`src/rtl/aes_sbox_arbiter.sv`:
```
// aes_sbox_arbiter
// Shares one 32-bit AES S-box between the key-schedule engine (K) and the
// round datapath (E). Each accepted word goes through two registered stages:
// stage 1 drives sboxw, and stage 2 captures new_sboxw into the issuer's
// result register. Arbitration is round-robin with bounded bursts.
// Optional build macro: AES_SBOX_ARB_FIXED_PRIO_EN. When it is defined, K
// always beats E and the burst and round-robin state does not affect grants.
module aes_sbox_arbiter #(
  parameter int unsigned MAX_BURST = 4
) (
  input  logic        clk,
  input  logic        reset_n,
  input  logic        k_req,
  input  logic [31:0] k_word,
  output logic        k_ack,
  output logic        k_valid,
  output logic [31:0] k_result,
  input  logic        e_req,
  input  logic [31:0] e_word,
  output logic        e_ack,
  output logic        e_valid,
  output logic [31:0] e_result,
  output logic [31:0] sboxw,
  input  logic [31:0] new_sboxw,
  output logic        busy
);

  typedef enum logic [1:0] {
    OWN_NONE = 2'd0,
    OWN_KEY  = 2'd1,
    OWN_ENC  = 2'd2
  } owner_t;

  localparam logic [3:0] MAX_BURST_W = MAX_BURST[3:0];

  owner_t     owner, owner_nxt;
  owner_t     rr_next, rr_nxt;
  owner_t     winner;
  logic [3:0] burst_cnt, burst_nxt;
  logic       grant_k, grant_e;

  // A tag of 1 means the entry belongs to K; 0 means it belongs to E.
  logic       s1_valid, s1_tag;
  logic       s2_valid, s2_tag;

  // Grant selection: a single requester always wins. When both request, the
  // current owner keeps the grant until its burst limit, and then rr_next wins.
  always_comb begin
    grant_k = 1'b0;
    grant_e = 1'b0;
`ifdef AES_SBOX_ARB_FIXED_PRIO_EN
    if (k_req) begin
      grant_k = 1'b1;
    end else if (e_req) begin
      grant_e = 1'b1;
    end else begin
      grant_k = 1'b0;
    end
`else
    if (k_req && !e_req) begin
      grant_k = 1'b1;
    end else if (e_req && !k_req) begin
      grant_e = 1'b1;
    end else if (k_req && e_req) begin
      if ((owner != OWN_NONE) && (burst_cnt < MAX_BURST_W)) begin
        grant_k = (owner == OWN_KEY);
        grant_e = (owner == OWN_ENC);
      end else begin
        grant_k = (rr_next == OWN_KEY);
        grant_e = (rr_next == OWN_ENC);
      end
    end else begin
      grant_k = 1'b0;
    end
`endif
  end

  assign k_ack = k_req & grant_k;
  assign e_ack = e_req & grant_e;

  // Arbiter next state: continue or start a burst on a grant, and return to idle when there is no grant.
  always_comb begin
    owner_nxt = owner;
    burst_nxt = burst_cnt;
    rr_nxt    = rr_next;
    winner    = grant_k ? OWN_KEY : OWN_ENC;
    if (grant_k || grant_e) begin
      if (winner == owner) begin
        burst_nxt = (burst_cnt == 4'd15) ? 4'd15 : (burst_cnt + 4'd1);
      end else begin
        owner_nxt = winner;
        burst_nxt = 4'd1;
      end
      rr_nxt = grant_k ? OWN_ENC : OWN_KEY;
    end else begin
      owner_nxt = OWN_NONE;
      burst_nxt = 4'd0;
    end
  end

  // Arbiter state register.
  always_ff @(posedge clk or negedge reset_n) begin
    if (!reset_n) begin
      owner     <= OWN_NONE;
      burst_cnt <= 4'd0;
      rr_next   <= OWN_KEY;
    end else begin
      owner     <= owner_nxt;
      burst_cnt <= burst_nxt;
      rr_next   <= rr_nxt;
    end
  end

  // Two-stage pipeline: stage 1 drives the S-box, and stage 2 captures its output for the issuer.
  always_ff @(posedge clk or negedge reset_n) begin
    if (!reset_n) begin
      s1_valid <= 1'b0;
      s1_tag   <= 1'b0;
      sboxw    <= 32'h0;
      s2_valid <= 1'b0;
      s2_tag   <= 1'b0;
      k_result <= 32'h0;
      e_result <= 32'h0;
    end else begin
      s1_valid <= k_ack | e_ack;
      if (k_ack || e_ack) begin
        s1_tag <= k_ack;
        sboxw  <= k_ack ? k_word : e_word;
      end
      s2_valid <= s1_valid;
      s2_tag   <= s1_tag;
      if (s1_valid) begin
        if (s1_tag) begin
          k_result <= new_sboxw;
        end else begin
          e_result <= new_sboxw;
        end
      end
    end
  end

  assign k_valid = s2_valid & s2_tag;
  assign e_valid = s2_valid & ~s2_tag;
  assign busy    = s1_valid | s2_valid;

endmodule

```
`config.mk`:
```
export PLATFORM = sky130hd
export DESIGN_NAME = aes_sbox_arbiter
export DESIGN_NICKNAME = d
export VERILOG_FILES = /design/src/rtl/aes_sbox_arbiter.sv
export SDC_FILE = /design/constraint.sdc
export NUM_CORES = 1
export LEC_CHECK = 0
export ABC_AREA = 1
export BUFFER_PORTS_ARGS = -buffer_cell sky130_fd_sc_hd__buf_2
export CAP_MARGIN = 20
export CORE_AREA = 2 2 108 110
export DETAILED_ROUTE_END_ITERATION = 8
export DIE_AREA = 0 0 110 112
export PLACE_DENSITY = 0.79
export SLEW_MARGIN = 20
export SYNTH_ARGS = -nofsm -noshare
export SYNTH_HDL_FRONTEND = slang
export SYNTH_SLANG_ARGS = --single-unit
```
`constraint.sdc`:
```
create_clock -name clk -period 1.3 [get_ports clk]
set_input_delay 0.065 -clock clk [delete_from_list [all_inputs] [get_ports clk]]
set_output_delay 0.065 -clock clk [all_outputs]
set_load 0.02 [all_outputs]
```
==> results.py, run 1 <==
metrics = {
    "min_path": {
        "hp-class": "input port to flop",
    },
    "global_route": {
        "overflow": 0,
        "grt_pass1_wl_um": 19900,
        "antenna_found_initial": 0,
        "grt_pass1_vias": 4111,
        "grt_max_degree": 65,
        "grt_usage": 0.209,
    },
    "timing": {
        "tightest_slew_ps": 323,
        "slew_violations": 0,
        "fin_worst_skew_ps": 9.46,
        "finalCriticalPeriod_ps": 1670,
        "finalCritPeriodShare": 1.29,
        "maxSlewHeadroom": 0.785,
        "fmaxAchievable_mhz": 598,
        "hold_viol_final": 0,
        "rsz0062_at_grt": "yes",
        "setup_violations": 43,
        "setup_ws_ps": -372,
    },
    "setup_path": {
        "crit_fanout": 4,
        "cp.arrival_ps": 1610,
        "critical_path_class": "flop to output pin",
        "cp-end-kind": "output pin",
        "required_ps": 1240,
        "cp-start-kind": "flop",
    },
    "power_and_ir_drop": {
        "leakage_nw": 3.96,
        "p_per_area_nw_per_um2": 1720,
        "ir_drop_mv": 1.03,
    },
    "place": {
        "gp_congestion": 0.817,
        "pre_cts_slack_ps": -308,
        "numPortBuffers": 200,
        "place.detailed.hpwl_um": 8440,
        "dp.cells": 923,
    },
    "clock_tree": {
        "clkSlewWorstSetupHoldPaths_ps": 70,
        "cts_buffers": 9,
        "htreeDepth": 3,
        "clkSinkCount": 108,
        "cts_root_buf": "clkbuf_16",
        "clock_latency_ps": 350,
        "cts_tree": "done",
        "clk_path_buf_depth": 2,
    },
    "logic_synthesis": {
        "yosys_register_bits": 108,
        "netlist_instances": 588,
        "synth_nets": 689,
        "yosysUniqueCellTypes": 18,
        "seq_area_frac_synth": 0.572,
        "yosysWarnings": 0,
        "syn_area_per_cell_um2": 8.04,
        "netlist_area_um2": 4730,
    },
    "floorplanning": {
        "die_x_um": 110,
        "core_area_um2": 11200,
        "ios": 201,
        "rows": 39,
        "die-area_um2": 12300,
        "die_h_um": 112,
        "initial_core_util": 0.423,
    },
    "cells_and_area": {
        "layout.cells.most_common": "nand2_1",
        "post-route-util": 0.601,
        "nets": 924,
        "fillCellCount": 943,
        "syn_to_final_growth_pct": 42.2,
        "layout-drive-gt1-share": 0.319,
        "fin_cells": 971,
        "antennaDiodeCount": 0,
        "final_cell_mix": "nand2_1 (212), buf_2 (196), inv_1 (109), dfrtp_1 (106), o21ai_0 (68)",
    },
    "routing": {
        "wl_met2_um": 5610,
        "dr_wl_met3_um": 1070,
        "route.layer.met1.wl_um": 5410,
        "drc_errors": 0,
        "routed_wl_um": 12400,
        "drt-pass1-iter-count": 4,
        "drtAntennaViolNets": 0,
        "drt_iter0_markers": 438,
        "num_vias": 4362,
        "top_layer_used": "met4",
        "wl_per_cell_um": 12.8,
        "viasPerCell": 4.49,
    },
    "run": {
        "cap_violations": 0,
    },
    "outcome": {
        "outcome": "finished, violations left",
        "violations": "negative setup slack",
    },
}
[area by class of cell]
class | instances | area, um^2 | share of cell area
clock inverter | 6 | 72.6 | 0.0108
timing repair buffer | 248 | 1570 | 0.233
tap | 143 | 179 | 0.0266
inverter | 111 | 433 | 0.0644
sequential | 108 | 2710 | 0.403
clock buffer | 10 | 229 | 0.0341
multi-input combinational | 345 | 1530 | 0.228
[what timing repair did]
action	4_1_cts	5_1_grt
setup buffers	4	2
gates cloned	1	0
pin swaps	5	4
endpoints found under the setup margin	43	44
gates resized for setup	24	7
endpoints found under the hold margin	145	0
hold buffers	25	0
[cell families after synthesis]
group / after synthesis / synth area share
simple gates: 273 / 0.233
buf+inv: 135 / 0.116
flops: 108 / 0.572
fa+ha+maj: 1 / 0.00265
compound gates: 71 / 0.0760
[power breakdown]
group	total, mW	internal (mW)	switching [mW]
registers	4.79	4.28	0.509
clock network	2.75	1.52	1.24
logic	4.03	1.42	2.62
[flip-flops by register name, summed over array words and instances (netlist names)]
name and flops:
s2_valid 1, owner 2, e_result 32, sboxw 32, rr_next 2, s1_tag 1
burst_cnt 4, s2_tag 1, k_result 32, s1_valid 1
[final timing paths]
path,from,end,slack (ps),cells after the start
worst max register to register,burst_cnt[2],sboxw[28],-350,10
worst min-delay path,new_sboxw[1],e_result[1],6,3
worst min register to register,s1_tag,s2_tag,420,0
min in group asynchronous,reset_n,e_result[0],90,2
max in group asynchronous,reset_n,rr_next[0],630,3
worst max-delay path,burst_cnt[2],k_ack,-370,7
[worst max-delay path, stage by stage, from the launching register on]
cell and delay [ps]:
dfrtp_1 420, nor2_4 170, nand3_1 130, nand2_2 120, nand3_2 100, nand2_2 110, buf_12 120, buf_8 100
[metal layers]
layer / vias up / track usage
met1: 1893 / 0.272
met5: - / 0
met4: 0 / 0.0987
met3: 23 / 0.0492
met2: 209 / 0.327
li1: 2237 / -
[cells in the mapped netlist]
library cell  count  area share
buf_4             3      0.0048
nand2_1         224        0.18
inv_4             1      0.0013
or2_2             1      0.0013
nand3_1          38       0.040
inv_1           110       0.087
buf_6             3      0.0071
ha_1              1      0.0026
buf_2             6      0.0064
a21oi_2           1      0.0019
dfrtp_1         107        0.57
nor2_1            6      0.0048
nand2_4           2      0.0048
nand2_2           1      0.0013
o21ai_0          70       0.074
dfstp_2           1      0.0056
clkbuf_1         12      0.0095
nor2_4            1      0.0024
[through the flow]
stage	power [mW]	TNS [ps]	area, um^2	hold slack, ps
2_1_floorplan	7.10	-4040	4750	-231
3_3_place_gp	8.60	-7770	6000	-103
3_5_place_dp	8.70	-10810	6000	-106
4_1_cts	11.7	-11040	6690	0.126
5_1_grt	12.3	-16220	6720	2.56
6_report	11.6	-12790	6720	6.08
(Power assumes the default switching activity.)
==> run 2, diff against run 1 <==
--- a/config.mk
+++ b/config.mk
@@ -11,7 +11,7 @@
 export CORE_AREA = 2 2 108 110
 export DETAILED_ROUTE_END_ITERATION = 8
 export DIE_AREA = 0 0 110 112
-export PLACE_DENSITY = 0.79
+export PLACE_DENSITY_LB_ADDON = 0.05
 export SLEW_MARGIN = 20
 export SYNTH_ARGS = -nofsm -noshare
 export SYNTH_HDL_FRONTEND = slang
==> run 2 against run 1 <==
Effect of this change:
- critical path depth up 1
- die area unchanged
- global-route usage about the same
- worst hold slack better by 14 ps
- critical endpoint unchanged
- combinational power up 3%
- design area up 3.0%
- the flow still finishes with violations (negative setup slack)
- clock skew down 2.1 ps
- sequential power about the same
- wire length up 0.70%
- via count up 0.89%
- worst setup slack better by 65 ps
- critical path type unchanged
- sequential cell count unchanged
==> results.py, run 2 (synthesis gave the netlist of run 1 again) <==
metrics = {
    "min_path": {
        "hp-class": "input port to flop",
        "hold_depth": 5,
        "min_to": "sboxw[3]",
        "hold_start": "e_word[3]",
    },
    "cells_and_area": {
        "multiInputGateArea_um2": 1560,
        "syn_to_final_growth_pct": 46.5,
        "fillCellCount": 1009,
        "final_cell_mix": "nand2_1 (210), buf_2 (196), inv_1 (108), dfrtp_1 (107), o21ai_0 (68)",
        "layout.cells.most_common": "nand2_1",
        "seq_area_um2": 2700,
        "fin_area_um2": 6920,
        "nets": 942,
        "post-route-util": 0.620,
        "antennaDiodeCount": 0,
        "top_regs": "e_result x32, k_result x32, sboxw x32",
        "layout-drive-gt1-share": 0.333,
    },
    "routing": {
        "num_vias": 4401,
        "routed_wl_um": 12500,
        "drt-pass1-iter-count": 5,
        "wl_per_cell_um": 12.6,
        "drt_iter0_markers": 301,
        "viasPerCell": 4.45,
        "drc_errors": 0,
        "drtAntennaViolNets": 0,
    },
    "clock_tree": {
        "clock_latency_ps": 350,
        "cts_buffers": 9,
        "clkSlewWorstSetupHoldPaths_ps": 70,
        "cts_tree": "done",
        "cts_root_buf": "clkbuf_16",
        "clk_path_buf_depth": 2,
        "htreeDepth": 3,
        "clkSinkCount": 108,
    },
    "place": {
        "numPortBuffers": 200,
        "gp_congestion": 0.826,
        "place.detailed.hpwl_um": 8740,
        "dpl_cell_area_um2": 6040,
        "pre_cts_slack_ps": -294,
    },
    "global_route": {
        "antenna_found_initial": 0,
        "grt_pass1_wl_um": 20400,
        "grt_max_degree": 65,
        "grt_pass1_vias": 4429,
        "grt_usage": 0.210,
        "overflow": 0,
    },
    "setup_path": {
        "crit_chain": "nor2_4 > nand2_2 > nand2_2 > nand2_2 > nand3_2 > nand2_2 > buf_12 > buf_8",
        "cp-start-kind": "flop",
        "worstPathBufferInverterCount": 2,
        "critical_path.max_stage_delay_ps": 410,
        "r2r-start": "burst_cnt[2]",
        "cpMostUsedCell": "nand2_2",
        "critical_path_class": "flop to output pin",
        "reg2reg_slack_ps": -280,
        "cp.arrival_ps": 1540,
        "reg2reg_to": "sboxw[7]",
        "required_ps": 1240,
        "crit_fanout": 4,
        "crit_cells": 8,
        "crit_slowest_cell": "dfrtp_1",
        "worst_r2r_path_depth": 13,
        "critPathTopFamily": "simple AND/OR/NAND/NOR gates",
        "cp-end-kind": "output pin",
    },
    "floorplanning": {
        "initial_core_util": 0.423,
        "ios": 201,
        "core_area_um2": 11200,
        "rows": 39,
        "die_x_um": 110,
        "die-area_um2": 12300,
        "die_h_um": 112,
    },
    "timing": {
        "setup_violations": 42,
        "hold_viol_final": 0,
        "fin_worst_skew_ps": 7.35,
        "finalCriticalPeriod_ps": 1610,
        "hold-worst-slack_ps": 19.6,
        "tightest_slew_ps": 362,
        "slew_violations": 0,
        "maxSlewHeadroom": 0.758,
        "fmaxAchievable_mhz": 622,
        "setup_ws_ps": -307,
        "finalCritPeriodShare": 1.24,
        "rsz0062_at_grt": "yes",
    },
    "outcome": {
        "outcome": "finished, violations left",
        "violations": "negative setup slack",
    },
    "power_and_ir_drop": {
        "ir_drop_mv": 0.894,
        "leakage_nw": 4.06,
        "p_per_area_nw_per_um2": 1670,
        "finalPower_mw": 11.5,
    },
    "run": {
        "cap_violations": 0,
    },
}
run 2: changes by cell type in the layout (fill, tap and decap cells not counted), sizes merged:
cell,before,now
dlygate4sd3,25,33
buf,223,232
clkinvlp,1,0
bufinv,1,0
inv,113,116
run 2: worst max-delay path by stage:
stage                             from  slack [ps]         to
after floorplan           burst_cnt[2]        -130  sboxw[22]
after global placement    burst_cnt[2]        -240  sboxw[24]
after detailed placement  burst_cnt[2]        -290   sboxw[9]
after CTS                 burst_cnt[3]        -310      k_ack
after global routing      burst_cnt[2]        -430  sboxw[26]
final                     burst_cnt[2]        -310      k_ack
run 2: routing by layer:
| metal | vias up | routed length [um] | track usage | share of wire |
|---|---|---|---|---|
| li1 | 2265 | - | - | - |
| met1 | 1961 | 5570 | 0.271 | 0.45 |
| met2 | 165 | 5920 | 0.349 | 0.47 |
| met3 | 10 | 877 | 0.0457 | 0.070 |
| met4 | 0 | 126 | 0.0641 | 0.010 |
| met5 | - | 0 | 0 | 0 |
run 2: repair_timing:
action	4_1_cts	5_1_grt
pin swaps	5	5
setup buffers	8	2
hold endpoints to repair	150	0
cloned	2	0
resized for setup	27	19
endpoints found under the setup margin	43	43
hold buffers	33	0
run 2: report_power, final:
group	switching (mW)	internal, mW	total, mW
Clock	1.27	1.34	2.60
Combinational	2.64	1.51	4.15
Sequential	0.500	4.28	4.78
Total	4.41	7.12	11.5
run 2: worst reg2reg max path, stage by stage (launching register included):
cell     delay, ps
dfrtp_1        410
nor2_4         160
nand2_2         80
nand2_2         70
nand2_2         70
inv_2           70
nand2_2         40
nand2_1         60
nand2_2        100
nand2_8        140
buf_12         140
inv_16          50
nand2_1         50
nand2_1         50
run 2: layout make-up:
cell class / instances / share of cell area
clock buffer: 10 / 0.0331
sequential: 108 / 0.390
multi-input combinational: 345 / 0.226
clock inverter: 6 / 0.00759
timing repair inverter: 1 / 0.00235
inverter: 111 / 0.0625
tap: 143 / 0.0258
timing repair buffer: 265 / 0.252
run 2: through the flow:
step	cells	setup TNS (ps)
4_1_cts	987	-9860
2_1_floorplan	588	-4040
6_report	989	-10330
3_3_place_gp	928	-8320
5_1_grt	989	-15610
3_5_place_dp	928	-10180
==> run 3, diff against run 2 <==
--- a/config.mk
+++ b/config.mk
@@ -8,11 +8,14 @@
 export ABC_AREA = 1
 export BUFFER_PORTS_ARGS = -buffer_cell sky130_fd_sc_hd__buf_2
 export CAP_MARGIN = 20
-export CORE_AREA = 2 2 108 110
+export CELL_PAD_IN_SITES_DETAIL_PLACEMENT = 1
+export CELL_PAD_IN_SITES_GLOBAL_PLACEMENT = 1
+export CORE_AREA = 2 2 127 129
+export CTS_BUF_LIST = sky130_fd_sc_hd__clkbuf_8
 export DETAILED_ROUTE_END_ITERATION = 8
-export DIE_AREA = 0 0 110 112
+export DIE_AREA = 0 0 129 131
 export PLACE_DENSITY_LB_ADDON = 0.05
-export SLEW_MARGIN = 20
+export SLEW_MARGIN = 10
 export SYNTH_ARGS = -nofsm -noshare
 export SYNTH_HDL_FRONTEND = slang
 export SYNTH_SLANG_ARGS = --single-unit
==> run 3 against run 2 <==
Effect of this change:
- the flow still finishes with violations (negative setup slack)
- sequential power is essentially flat
- maximum frequency is 7.2% lower
- via count up 9.8%
- worst setup slack worse by 120 ps
- final cell count is 13% higher
- power decreased by 2.6%
- sequential cell count stayed put
- register-to-register slack got worse by 150 ps
- first-iteration DRC count is 38% lower
- combinational power rose by 8.4%
- worst hold slack worse by 17 ps
- sequential share of layout area fell by 3.6 points
==> results.py, run 3 (synthesis gave the netlist of run 1 again) <==
metrics = {
    "timing": {
        "fin_worst_skew_ps": 13.2,
        "finalCriticalPeriod_ps": 1730,
        "fmaxAchievable_mhz": 578,
        "maxSlewHeadroom": 0.796,
        "setup_ws_ps": -431,
        "final.setup.tns_ps": -14510,
        "finalCritPeriodShare": 1.33,
        "setup_violations": 42,
        "rsz0062_at_grt": "yes",
        "hold_viol_final": 0,
        "slew_violations": 0,
        "tightest_slew_ps": 306,
    },
    "clock_tree": {
        "clk_path_buf_depth": 2,
        "clkSinkCount": 108,
        "clkSlewWorstSetupHoldPaths_ps": 100,
        "cts_tree": "done",
        "cts_root_buf": "clkbuf_8",
        "cts_buffers": 9,
        "clock_latency_ps": 390,
        "htreeDepth": 3,
    },
    "cells_and_area": {
        "fin_cells": 1114,
        "syn_to_final_growth_pct": 61.4,
        "antennaDiodeCount": 0,
        "top_regs": "e_result x32, k_result x32, sboxw x32",
        "layout-drive-gt1-share": 0.344,
        "post-route-util": 0.489,
        "layout.cells.most_common": "nand2_1",
        "final_cell_mix": "nand2_1 (200), buf_2 (196), inv_1 (108), dfrtp_1 (106), dlygate4sd3_1 (85)",
        "fillCellCount": 1904,
        "nets": 994,
        "fin_area_um2": 7630,
    },
    "routing": {
        "dr_wl_met3_um": 549,
        "num_vias": 4834,
        "routed_wl_um": 16100,
        "wl_met2_um": 8300,
        "drt_iter0_markers": 187,
        "drc_errors": 0,
        "viasPerCell": 4.34,
        "drtAntennaViolNets": 0,
        "top_layer_used": "met4",
        "wl_per_cell_um": 14.4,
        "route.layer.met1.wl_um": 6840,
        "drt-pass1-iter-count": 4,
    },
    "floorplanning": {
        "die_h_um": 131,
        "core_area_um2": 15600,
        "die_x_um": 129,
        "initial_core_util": 0.303,
        "ios": 201,
        "die-area_um2": 16900,
        "rows": 46,
    },
    "setup_path": {
        "cp.arrival_ps": 2000,
        "crit_fanout": 6,
        "critical_path_class": "flop to flop",
        "cp-end-kind": "flop",
        "reg2reg_slack_ps": -430,
        "cp-start-kind": "flop",
        "required_ps": 1570,
    },
    "power_and_ir_drop": {
        "p_sw_frac": 0.404,
        "leakage_nw": 4.30,
        "p_switching_mw": 4.54,
        "ir_drop_mv": 0.501,
        "intPower_mw": 6.70,
        "clkPwrFrac": 0.174,
        "combPwrFrac": 0.400,
        "power_frac_seq": 0.426,
        "p_per_area_nw_per_um2": 1470,
    },
    "global_route": {
        "overflow": 0,
        "antenna_found_initial": 0,
        "grt_pass1_vias": 5017,
        "grt_max_degree": 65,
        "grt_usage": 0.188,
        "grt_pass1_wl_um": 24700,
    },
    "min_path": {
        "hp-class": "input port to flop",
    },
    "place": {
        "numPortBuffers": 200,
        "pre_cts_slack_ps": -342,
        "dpl_cell_area_um2": 6080,
        "gp_congestion": 0.760,
        "dp.cells": 998,
        "place.detailed.hpwl_um": 10300,
    },
    "run": {
        "cap_violations": 0,
    },
    "outcome": {
        "violations": "negative setup slack",
        "outcome": "finished, violations left",
    },
}
==> run 3: area by class of cell <==
cell class	instances	area, um^2	area share
flip-flops and latches	108	2710	0.355
repair buffers	318	2320	0.304
multi-input cells	345	1730	0.227
inverters	111	432	0.0566
well taps	216	270	0.0354
clock buffers	10	138	0.0180
clock inverters	6	38.8	0.00509
==> run 3: power by group through the flow <==
stage | sequential (mW) | clock, mW | combinational, mW
after floorplan | 5.91 | 0 | 1.19
after global placement | 4.82 | 0 | 3.87
after detailed placement | 4.85 | 0 | 3.97
after CTS | 4.79 | 2.04 | 4.38
after global routing | 4.92 | 2.17 | 4.92
final | 4.79 | 1.95 | 4.50
==> run 3: layer usage <==
| metal | track usage | vias to the layer above |
|---|---|---|
| met5 | 0 | - |
| met1 | 0.225 | 2309 |
| met4 | 0.0831 | 0 |
| li1 | - | 2365 |
| met2 | 0.335 | 132 |
| met3 | 0.0305 | 28 |
==> run 3: stage by stage <==
step | power [mW] | hold slack [ps]
6_report | 11.2 | 2.53
2_1_floorplan | 7.10 | -231
3_3_place_gp | 8.69 | 92.9
5_1_grt | 12.0 | 0.882
4_1_cts | 11.2 | 1.34
3_5_place_dp | 8.82 | 94.1
==> run 3: worst paths after layout <==
path	depth (start not counted)	endpoint	from
min	5	sboxw[8]	e_word[8]
min reg2reg	0	s2_tag	s1_tag
max reg2reg	12	sboxw[1]	burst_cnt[2]
min in group asynchronous	3	e_result[24]	reset_n
max	12	sboxw[1]	burst_cnt[2]
max in group asynchronous	3	rr_next[0]	reset_n
==> run 3: worst max-delay path, stage by stage, from the launching register on <==
cell,delay [ps]
dfrtp_1,420
nor2_4,210
nand2_2,90
nand2_2,90
nand2_4,80
nand2_4,70
nand2_4,60
nand2_8,110
nand2_8,110
buf_12,150
buf_16,130
nand3_2,50
nand2_1,50
==> run 3: what timing repair did <==
item | in CTS | in global routing
hold buffers | 85 | 0
pin swaps | 7 | 28
endpoints found under the setup margin | 43 | 43
gates resized for setup | 33 | 65
gates cloned | 4 | 0
setup buffers | 8 | 6
endpoints found under the hold margin | 200 | 0
